==> src/rtl/grant_arbiter_pkg.sv <==
// Shared types for the round-robin grant arbiter.
package grant_arbiter_pkg;

   // Arbiter FSM states; encoding is visible on o_state.
   typedef enum logic [1:0] {
      IDLE       = 2'd0,
      REQUESTING = 2'd1,
      GRANT      = 2'd2,
      REVOKE     = 2'd3
   } ty_STATE_FSM;

endpackage

==> src/rtl/rr_arbiter_pick.sv <==
// Combinational round-robin winner selection.
// Searches upward from (i_ptr + 1) mod N_CH with wrap-around; the first
// requesting channel found wins. o_valid is low when no channel requests.
module rr_arbiter_pick #(
   parameter  int unsigned N_CH  = 4,
   localparam int unsigned IDX_W = $clog2(N_CH)
) (
   input  logic [N_CH-1:0]  i_req,
   input  logic [IDX_W-1:0] i_ptr,
   output logic [IDX_W-1:0] o_idx,
   output logic             o_valid
);

   logic [IDX_W-1:0] cand_idx;

   // Scan all channels starting just after the pointer; keep the first hit.
   always_comb begin
      o_idx    = '0;
      o_valid  = 1'b0;
      cand_idx = '0;
      for (int unsigned k = 1; k <= N_CH; k++) begin
         cand_idx = IDX_W'((32'(i_ptr) + k) % N_CH);
         if (!o_valid && i_req[cand_idx]) begin
            o_valid = 1'b1;
            o_idx   = cand_idx;
         end
      end
   end

endmodule

==> src/rtl/grant_arbiter_fsm.sv <==
// Round-robin grant arbiter with voluntary release and revoke handshake.
// Optional feature: define GRANT_TIMEOUT_EN to force a revoke after
// HOLD_CYCLES cycles of uninterrupted GRANT residency.
module grant_arbiter_fsm
   import grant_arbiter_pkg::*;
#(
   parameter  int unsigned N_CH        = 4,
   parameter  int unsigned HOLD_CYCLES = 16,
   localparam int unsigned IDX_W       = $clog2(N_CH)
) (
   input  logic             i_ck,
   input  logic             i_arstn,
   input  logic [N_CH-1:0]  i_req,
   input  logic [N_CH-1:0]  i_release,
   input  logic             i_revokeReq,
   input  logic [N_CH-1:0]  i_revokeAck,
   output logic [N_CH-1:0]  o_grant,
   output logic [N_CH-1:0]  o_revoke,
   output logic [IDX_W-1:0] o_grantIdx,
   output logic [1:0]       o_state,
   output logic             o_timeout
);

   ty_STATE_FSM      state_q, state_d;
   logic [IDX_W-1:0] holder_q, holder_d;
   logic [IDX_W-1:0] rr_q, rr_d;
   logic [N_CH-1:0]  grant_q, grant_d;
   logic [N_CH-1:0]  revoke_q, revoke_d;
   logic [IDX_W-1:0] grant_idx_q, grant_idx_d;
   logic             timeout_q, timeout_d;
   logic [IDX_W-1:0] pick_idx;
   logic             pick_valid;
   logic             timeout_hit;
   logic             granting;

   rr_arbiter_pick #(
      .N_CH (N_CH)
   ) u_pick (
      .i_req   (i_req),
      .i_ptr   (rr_q),
      .o_idx   (pick_idx),
      .o_valid (pick_valid)
   );

`ifdef GRANT_TIMEOUT_EN
   localparam int unsigned CNT_W = $clog2(HOLD_CYCLES + 1);

   logic [CNT_W-1:0] hold_cnt_q, hold_cnt_d;

   // Counter value equals completed GRANT cycles, so this fires on the last allowed one.
   assign timeout_hit = (hold_cnt_q == CNT_W'(HOLD_CYCLES - 1));

   // Residency counter: cleared on the way into GRANT, counts each GRANT cycle.
   always_comb begin
      hold_cnt_d = hold_cnt_q;
      if (state_q == REQUESTING) begin
         hold_cnt_d = '0;
      end else if (state_q == GRANT) begin
         hold_cnt_d = hold_cnt_q + CNT_W'(1);
      end
   end
`else
   logic unused_hold_cycles;

   assign unused_hold_cycles = ^HOLD_CYCLES;
   assign timeout_hit        = 1'b0;
`endif

   // Next-state logic; outputs are derived from the next state so they register with it.
   always_comb begin
      state_d   = state_q;
      holder_d  = holder_q;
      rr_d      = rr_q;
      timeout_d = 1'b0;

      case (state_q)
         IDLE: begin
            if (|i_req) begin
               state_d = REQUESTING;
            end
         end
         REQUESTING: begin
            if (pick_valid) begin
               holder_d = pick_idx;
               state_d  = GRANT;
            end else begin
               state_d = IDLE;
            end
         end
         GRANT: begin
            // Release (or dropped request) beats revoke in the same cycle.
            if (i_release[holder_q] || !i_req[holder_q]) begin
               state_d = IDLE;
               rr_d    = holder_q;
            end else if (i_revokeReq || timeout_hit) begin
               state_d   = REVOKE;
               timeout_d = timeout_hit;
            end
         end
         REVOKE: begin
            if (i_revokeAck[holder_q] || i_release[holder_q]) begin
               state_d = IDLE;
               rr_d    = holder_q;
            end
         end
         default: begin
            state_d = IDLE;
         end
      endcase

      granting    = (state_d == GRANT) || (state_d == REVOKE);
      grant_d     = granting ? (N_CH'(1) << holder_d) : '0;
      revoke_d    = (state_d == REVOKE) ? (N_CH'(1) << holder_d) : '0;
      grant_idx_d = granting ? holder_d : '0;
   end

   // All state and registered outputs; reset drops grant/revoke asynchronously.
   always_ff @(posedge i_ck or negedge i_arstn) begin
      if (!i_arstn) begin
         state_q     <= IDLE;
         holder_q    <= '0;
         rr_q        <= IDX_W'(N_CH - 1);
         grant_q     <= '0;
         revoke_q    <= '0;
         grant_idx_q <= '0;
         timeout_q   <= 1'b0;
`ifdef GRANT_TIMEOUT_EN
         hold_cnt_q  <= '0;
`endif
      end else begin
         state_q     <= state_d;
         holder_q    <= holder_d;
         rr_q        <= rr_d;
         grant_q     <= grant_d;
         revoke_q    <= revoke_d;
         grant_idx_q <= grant_idx_d;
         timeout_q   <= timeout_d;
`ifdef GRANT_TIMEOUT_EN
         hold_cnt_q  <= hold_cnt_d;
`endif
      end
   end

   assign o_grant    = grant_q;
   assign o_revoke   = revoke_q;
   assign o_grantIdx = grant_idx_q;
   assign o_state    = state_q;
   assign o_timeout  = timeout_q;

endmodule
==> config.mk <==
export PLATFORM = sky130hd
export DESIGN_NAME = grant_arbiter_fsm
export DESIGN_NICKNAME = d
export VERILOG_FILES = /design/src/rtl/grant_arbiter_pkg.sv /design/src/rtl/rr_arbiter_pick.sv /design/src/rtl/grant_arbiter_fsm.sv
export SDC_FILE = /design/constraint.sdc
export NUM_CORES = 1
export LEC_CHECK = 0
export CELL_PAD_IN_SITES_DETAIL_PLACEMENT = 1
export CELL_PAD_IN_SITES_GLOBAL_PLACEMENT = 1
export CORE_ASPECT_RATIO = 1.2
export CORE_MARGIN = 4
export CORE_UTILIZATION = 37
export DETAILED_ROUTE_END_ITERATION = 10
export PLACE_DENSITY = 0.88
export REMOVE_ABC_BUFFERS = 1
export SYNTH_ARGS = -nofsm -noshare
export SYNTH_HDL_FRONTEND = slang
export SYNTH_HIERARCHICAL = 1
export SYNTH_SLANG_ARGS = --single-unit
==> constraint.sdc <==
create_clock -name i_ck -period 2.6 [get_ports i_ck]
set_input_delay 0.26 -clock i_ck [delete_from_list [all_inputs] [get_ports i_ck]]
set_output_delay 0.26 -clock i_ck [all_outputs]
set_load 0.01 [all_outputs]
======== After elaboration in Yosys (flattened, before gate mapping) ========
Index checks and enable logic that the tools add are counted.
storage, ports and cells
  register bits ........................... 16
  latch bits .............................. 0
  RAM bits ................................ 0
  bits in read-only memories .............. 0
  logic and storage cells ................. 73
  memories kept ........................... 0
operators by class
  add/subtract/negate cells ............... 4
  $mul .................................... 0
  div/mod/pow operators ................... 0
  order comparisons ....................... 5
  equality and inequality tests ........... 7
  shift-type cells ........................ 1
  muxes and demuxes ....................... 36
  bitwise gates (word level) .............. 0
  reductions and logical operators ........ 14
operator list
  operator             number
  $mux 2               14
  $lt 2x3->1 const B   5
  $bmux 1 s2           7
  $mux 1               11
  $eq 2x2->1 const B   4
  $mux 4               2
  $pmux 2 s4           1
  $add 2x1->2 const B  2
  $add 2x2->2 const B  2
  $logic_not 1->1      4
  $ne 2x2->1 const B   2
  $pmux 2 s2           1
  $reduce_or 4->1      1
  $shl 1x2->4 const A  1
  $logic_and 1x1->1    3
  $logic_or 1x1->1     3
  $reduce_and 3->1     1
  $eq 2x1->1 const B   1
  $logic_not 2->1      1
  $reduce_bool 2->1    1

======== Depth between registers and ports, before layout ========
Gate-level depths: netlist of run 1.
  depth in word-level cells ............... 18
  depth in mapped cells ................... 7
  depth with buffers taken out ............ 7

======== Modules after synthesis ========
Netlist of run 1, hierarchy kept.
modules (own cells, without submodules)
  module             times used  cells an instance  area each (um2)  seq. area each (um2)
  grant_arbiter_fsm  1           74                 818.3            402.9
  rr_arbiter_pick    1           14                 91.3             0.0

======== Worst setup path after synthesis of run 1 ========
Ideal clock, no wire load.
  kind .................................... reg-to-reg
  start point ............................. register holder_q[1]
  end point ............................... register state_q[0] (netlist: o_state[0])
  arrival ................................. 1373 ps
  setup slack ............................. 1095 ps
  stages on the path, launching flop included .. 6
  buffers on the path ..................... 1
  period minus slack after synthesis ...... 1505 ps
  cells stage by stage .................... dfrtp_1 -> buf_6 -> mux4_2 -> and3b_1 -> o21ai_2 -> o31ai_1
between the ends
  word-level cells in the longest chain between the ends .. 6
  elaborated cells between the ends (all ways) .. 12
  classes of those cells .................. mux: 9; reduce/logical: 3
ends and longest elaborated chain
  item                          RTL line                  source
  from (decl)                   grant_arbiter_fsm.sv:25   logic [IDX_W-1:0] holder_q, holder_d;
  from (signal assigned)        grant_arbiter_fsm.sv:132  holder_q <= holder_d;
  $bmux 1 s2                    grant_arbiter_fsm.sv:92   if (i_release[holder_q] || !i_req[holder_q]) begin
  $mux 1 (implied by the code)  grant_arbiter_fsm.sv:92
  $logic_not 1->1               grant_arbiter_fsm.sv:92
  $logic_or 1x1->1              grant_arbiter_fsm.sv:92
  $mux 2                        grant_arbiter_fsm.sv:92
  $pmux 2 s4 *                  grant_arbiter_fsm.sv:76   case (state_q)
  named net state_d[0]          grant_arbiter_fsm.sv:24   ty_STATE_FSM state_q, state_d;
  to (signal assigned)          grant_arbiter_fsm.sv:131  state_q <= state_d;
  to (decl)                     grant_arbiter_fsm.sv:24
Mark *: on every way through the listed nets, which the timed path passes. The rest lies on a longest branch. The select of a mux whose other input is x is not followed.
A chain may end at the register's enable or synchronous reset.

======== Worst setup path after layout of run 1 ========
Same ends and word-level chain as after synthesis.

==> qor.txt, run 1 <==
status -> completed
DPL Wire Length -> 1920 um
#FFs+latches synth -> 16
CP max FO -> 9
CTS Buf Count -> 3
Max-slew headroom -> 0.514
crit share post-route -> 0.704
Die Height -> 62.3 um
Synth Area per Inst -> 10.3 um^2
synthesized area -> 910 um^2
Routability Congestion -> 0.774
first-pass GRT wire length -> 3980 um
P_leak -> 0.528 nW
routed wire length -> 2380 um
share of post-route cells with drive strength above 1 -> 0.148
total global-route track usage -> 0.163
highest clock rate -> 546 MHz
CTS Hold Bufs -> 0
Worst-path clk slew -> 0.09 ns
DRC Markers -> 0
Sw Ratio -> 0.417
clock root buffer -> clkbuf_4
DIE AREA -> 3320 um^2
htree depth -> 1
number of enable flip-flop cells after synthesis -> 0
TritonRoute pass-1 iters -> 4
fillcell total -> 279
R2R cell count -> 4
GRT overflow -> 0
unrepaired setup endpoints after global routing -> false
most frequent cell after synthesis -> dfrtp_1
instance count on the critical path -> 4
multi-input combinational cell area -> 458 um^2
Cell Pwr Density -> 1100 nW/um^2
post-route core utilization -> 0.521
FFs w/ async S/R, synth -> 1.00
vias in the first global route -> 855
sequential share of power -> 0.348
worst hold-check path type -> in -> async
diode count -> 0
synth top area cells -> dfrtp_1 39%, dfstp_2 5.8%, mux2i_1 5.5%, nor2_1 5.4%, mux4_2 5.0%
Max Slew Vio Count -> 0
maximum clock insertion buffer count -> 2
Worst-Skew Late Latency -> 0.29 ns
met2 wire length -> 1220 um
area delta synth->final -> 33.6%
crit path time final -> 1.83 ns
Logic pwr share -> 0.526
worst vdd ir -> 0.000587 V
post-route ant nets -> 0
critical-path cell list -> mux4_2, and3b_1, o21ai_2, o31ai_1
port bufs -> 26
Setup CP Type -> reg -> reg
vias -> 750
post-synthesis cell type count -> 31
wire per inst -> 16.3 um
main flop type after synthesis -> dfrtp_1
wire length on met1 -> 935 um
pin count of the biggest net entering global routing -> 17
Finish-stage setup viols -> 0
cell family with most CP delay -> flip-flops
critical path launch point type -> register
critical path required time -> 2.77 ns
Fin Setup TNS -> 0 ns
CP arrival -> 2.00 ns
Synth top cells by count -> 14 x dfrtp_1, 13 x nor2_1, 8 x nand2_1
site row count -> 19
post-CTS setup buffers -> 0
Worst-Margin Slew -> 0.727 ns
number of antenna violations at the first check in global routing -> 0
First DRT Iteration DRCs -> 7
R2R setup slack -> 0.77 ns
CP peak stage delay -> 0.59 ns
Ys Warns -> 6
starting density of the core -> 0.390
Switch Pwr -> 0.000560 W
Clock Power Share -> 0.126
Setup Skew -> 0.000430 ns
register area -> 403 um^2
reg-to-reg startpoint -> holder_q[1]$_DFF_PN0_
Post-Synthesis Cells -> 88
buffers plus inverters on the worst setup path -> 0
top cell type by total area after synthesis -> dfrtp_1
I/O pin cnt -> 28
slowest cell on the critical path -> dfrtp_1
CP Capture Type -> register
core area -> 2330 um^2
post-cts sizing count -> 0
Crit Reg-Reg Endpoint -> o_state[0]$_DFF_PN0_
Pint -> 0.000781 W
top cell type's share of synthesized area -> 0.385
Max Cap Viol -> 0
die width -> 53.3 um
Hold Fails Final Rpt -> 0
CTS tree -> yes
clock sink count -> 16
DR vias/cell -> 5.14
Met3 Routed Length -> 167 um
nets@finish -> 131
post-synthesis sequential area ratio -> 0.443
Max Used Layer -> met4
metal layers:
layer	up-vias	GRT usage
li1	354	-
met1	359	0.185
met2	31	0.267
met3	6	0.0455
met4	0	0.0863
met5	-	0
flip-flops by register name, summed over array words and instances (netlist names):
register	flops
holder_q	2
o_state	2
o_revoke	4
rr_q	2
o_grantIdx	2
o_grant	4
worst max path at each step:
stage / slack, ns / startpoint / endpoint
after detailed placement: 0.52 / i_req[3] / o_grant[2]$_DFF_PN0_
after global routing: 0.65 / holder_q[1]$_DFF_PN0_ / o_state[0]$_DFF_PN0_
after floorplan: 1.01 / holder_q[1]$_DFF_PN0_ / o_state[0]$_DFF_PN0_
after global placement: 0.60 / i_req[3] / o_grant[2]$_DFF_PN0_
after CTS: 0.73 / holder_q[1]$_DFF_PN0_ / o_state[0]$_DFF_PN0_
final: 0.77 / holder_q[1]$_DFF_PN0_ / o_state[0]$_DFF_PN0_
cell usage in the layout (no fill, tap or decap), drive strengths merged:
cell type	synthesis	final
o22ai	2	2
conb	1	1
mux2i	5	5
and3b	1	1
o31ai	2	2
nand2	8	8
mux2	2	2
and3	2	2
a21oi	5	5
o221ai	1	1
o21ai	4	4
a31oi	1	1
or3	2	2
clkbuf	0	4
clkdlybuf4s50	0	26
nand2b	5	5
nor2	13	13
nand3	2	2
nor4	1	1
dfstp	2	2
and2b	3	3
nand3b	1	1
or2	1	1
inv	5	5
dfrtp	14	14
mux4	2	2
power by group through the flow:
| stage | Combinational (W) | Sequential [W] | Clock [W] |
|---|---|---|---|
| 2_1_floorplan | 0.000445 | 0.000471 | 0 |
| 3_3_place_gp | 0.000682 | 0.000470 | 0 |
| 3_5_place_dp | 0.000715 | 0.000476 | 0 |
| 4_1_cts | 0.000717 | 0.000472 | 0.000173 |
| 5_1_grt | 0.000778 | 0.000490 | 0.000186 |
| 6_report | 0.000706 | 0.000467 | 0.000168 |
final cells by class:
cell class | count | share of cell area
Multi-Input combinational cell | 64 | 0.377
Sequential cell | 16 | 0.332
Timing Repair Buffer | 26 | 0.214
Clock buffer | 4 | 0.0299
Tap cell | 31 | 0.0319
Inverter | 5 | 0.0154
metrics by stage:
stage / setup slack (ns) / instance area (um^2) / hold slack [ns] / total power, W / std cells
6_report: 0.769 / 1210 / 0.391 / 0.00134 / 146
5_1_grt: 0.649 / 1210 / 0.426 / 0.00145 / 146
4_1_cts: 0.730 / 1210 / 0.392 / 0.00136 / 146
3_5_place_dp: 0.521 / 1180 / 0.609 / 0.00119 / 142
3_3_place_gp: 0.599 / 1180 / 0.602 / 0.00115 / 142
2_1_floorplan: 1.01 / 880 / -0.0356 / 0.000916 / 85
kinds of logic after synthesis:
family | Yosys count | share of synthesized area
AND/OR/NAND/NOR | 39 | 0.216
flip-flops | 16 | 0.443
AO/OA/AOI/OAI | 15 | 0.154
multiplexers | 9 | 0.129
buffers and inverters | 8 | 0.0536
other | 1 | 0.00412
Note: power is estimated with default switching activity, not from simulation.
==> run 2, diff against run 1 <==
Settings changed: CORE_UTILIZATION 37 to 31, PLACE_DENSITY 0.88 to 0.79.
Clock period 2.6 ns to 1.6 ns, I/O delays scaled along.
==> run 2 against run 1 <==
- the flow now finishes with violations (negative setup slack)
- non-clock buffer count increased by 22
- power increased by 110%
- setup slack got worse by 0.81 ns
- global-route usage decreased by 1.6 points
- sequential power increased by 55%
- worst hold slack got worse by 0.22 ns
- final cell count increased by 17%
- clock power increased by 30%
- sequential cell count unchanged
- sequential share of layout area decreased by 5.4 points
- utilization decreased by 0.079 points
- clock skew increased by 0.0032 ns
==> qor.txt, run 2 (synthesized netlist as in run 1, its figures left out) <==
status -> finished with violations
violated checks -> negative setup slack
DRC Markers -> 0
post-route core utilization -> 0.521
reg-to-reg startpoint -> holder_q[0]$_DFF_PN0_
htree depth -> 1
first-pass GRT wire length -> 4370 um
DPL Wire Length -> 1890 um
Worst setup startpoint -> holder_q[0]$_DFF_PN0_
Setup CP Type -> reg -> reg
P_leak -> 0.656 nW
Setup Skew -> 0.00360 ns
Min Hold Slack -> 0.174 ns
die width -> 57.5 um
Die Height -> 67.3 um
nets@finish -> 153
port bufs -> 26
TritonRoute pass-1 iters -> 4
Pint -> 0.00164 W
area delta synth->final -> 60.9%
critical path required time -> 1.82 ns
crit path time final -> 1.64 ns
Worst Slack Setup Final -> -0.0367 ns
vias in the first global route -> 903
First DRT Iteration DRCs -> 13
crit share post-route -> 1.02
worst vdd ir -> 0.000966 V
Finish-stage setup viols -> 6
share of post-route cells with drive strength above 1 -> 0.394
commonest non-fill, non-tap cell in the layout -> clkdlybuf4s50_1
total power -> 0.00275 W
Switch Pwr -> 0.00112 W
worst hold-check path type -> in -> async
Worst-Skew Late Latency -> 0.29 ns
R2R cell count -> 5
Sw Ratio -> 0.406
highest clock rate -> 611 MHz
post-route ant nets -> 0
starting density of the core -> 0.324
Worst-path clk slew -> 0.09 ns
number of antenna violations at the first check in global routing -> 0
CP arrival -> 1.86 ns
DIE AREA -> 3870 um^2
post-route cell area -> 1460 um^2
DR vias/cell -> 4.88
GRT overflow -> 0
routed wire length -> 2670 um
Max Cap Viol -> 0
diode count -> 0
site row count -> 21
vias -> 835
clock root buffer -> clkbuf_4
CTS tree -> yes
CTS Buf Count -> 3
fillcell total -> 304
unrepaired setup endpoints after global routing -> true
CP max FO -> 7
maximum clock insertion buffer count -> 2
core area -> 2810 um^2
wire per inst -> 15.6 um
sequential share of power -> 0.263
Cell Pwr Density -> 1880 nW/um^2
Routability Congestion -> 0.810
commonest cells after routing, fill and taps aside -> 25 x clkdlybuf4s50_1, 20 x buf_4, 11 x dfrtp_1
Clock Power Share -> 0.080
CP Capture Type -> register
Max Slew Vio Count -> 0
Hold Fails Final Rpt -> 0
pin count of the biggest net entering global routing -> 17
critical path launch point type -> register
Logic pwr share -> 0.657
Fin Setup TNS -> -0.175 ns
CTS Hold Bufs -> 0
Placed Area -> 1290 um^2
clock sink count -> 16
total global-route track usage -> 0.147
I/O pin cnt -> 28
==> run 2: changes by cell type in the layout (fill, tap and decap cells not counted), moves of 2 or more <==
| cell | change |
|---|---|
| nand2_1 | -3 |
| nor2_2 | +2 |
| mux2_4 | +2 |
| nand2_2 | +2 |
| buf_4 | +20 |
| dfrtp_2 | +3 |
| dfrtp_1 | -3 |
| nor2_1 | -3 |
| mux2i_1 | -2 |
| mux2i_2 | +2 |
| mux2_2 | -2 |
==> run 2: critical path, stage by stage (launching register included) <==
cell	delay, ns
dfrtp_2	0.44
mux4_2	0.60
o21ai_4	0.17
o31ai_4	0.08
buf_4	0.17
nor2_1	0.11
==> run 2: repair_timing <==
item | in CTS | in global routing
setup endpoints to repair | 15 | 14
setup buffers | 1 | 8
resized for setup | 5 | 18
pin swaps | 0 | 5
==> run 2: per-layer routing <==
metal	GRT usage	vias to the layer above	share of wire
met1	0.176	412	0.40
met3	0.0363	4	0.046
li1	-	398	-
met5	0	-	0
met4	0.0522	0	0.019
met2	0.254	21	0.53
==> run 2: final timing paths <==
check / endpoint / slack [ns]
setup / recovery: o_grantIdx[0]$_DFF_PN0_ / -0.04
min in group i_ck: o_state[0]$_DFF_PN0_ / 0.43
setup reg to reg: o_grantIdx[0]$_DFF_PN0_ / -0.04
max in group asynchronous: rr_q[0]$_DFFE_PN1P_ / 1.18
hold / removal: o_grant[1]$_DFF_PN0_ / 0.17
hold reg to reg: o_state[0]$_DFF_PN0_ / 0.57
==> run 2: per-stage QoR <==
stage	instances	worst slack, ns
3_3_place_gp	158	-0.199
5_1_grt	171	-0.104
2_1_floorplan	85	0.00965
4_1_cts	163	0.0101
6_report	171	-0.0367
3_5_place_dp	158	-0.254
==> run 2: area by class of cell <==
cell class                      instances  area, um^2  share of cell area
Tap cell                               34        42.5              0.0291
Timing Repair Buffer                   48         444               0.303
Sequential cell                        16         407               0.278
Multi-Input combinational cell         64         526               0.359
Clock buffer                            4        26.3              0.0179
Inverter                                5        18.8              0.0128
==> run 2: power groups by stage <==
| stage | clock (W) | sequential (W) | combinational (W) |
|---|---|---|---|
| 6_report | 0.000219 | 0.000724 | 0.00181 |
| 4_1_cts | 0.000231 | 0.000726 | 0.00148 |
| 3_3_place_gp | 0 | 0.000725 | 0.00136 |
| 5_1_grt | 0.000260 | 0.000746 | 0.00196 |
| 2_1_floorplan | 0 | 0.000765 | 0.000724 |
| 3_5_place_dp | 0 | 0.000729 | 0.00140 |
==> run 3, diff against run 2 <==
Settings changed: ABC_CLOCK_PERIOD_IN_PS set to 1600.
==> results of run 3 <==
Same layout as run 2: the final DEF is identical, and so are final timing and power.
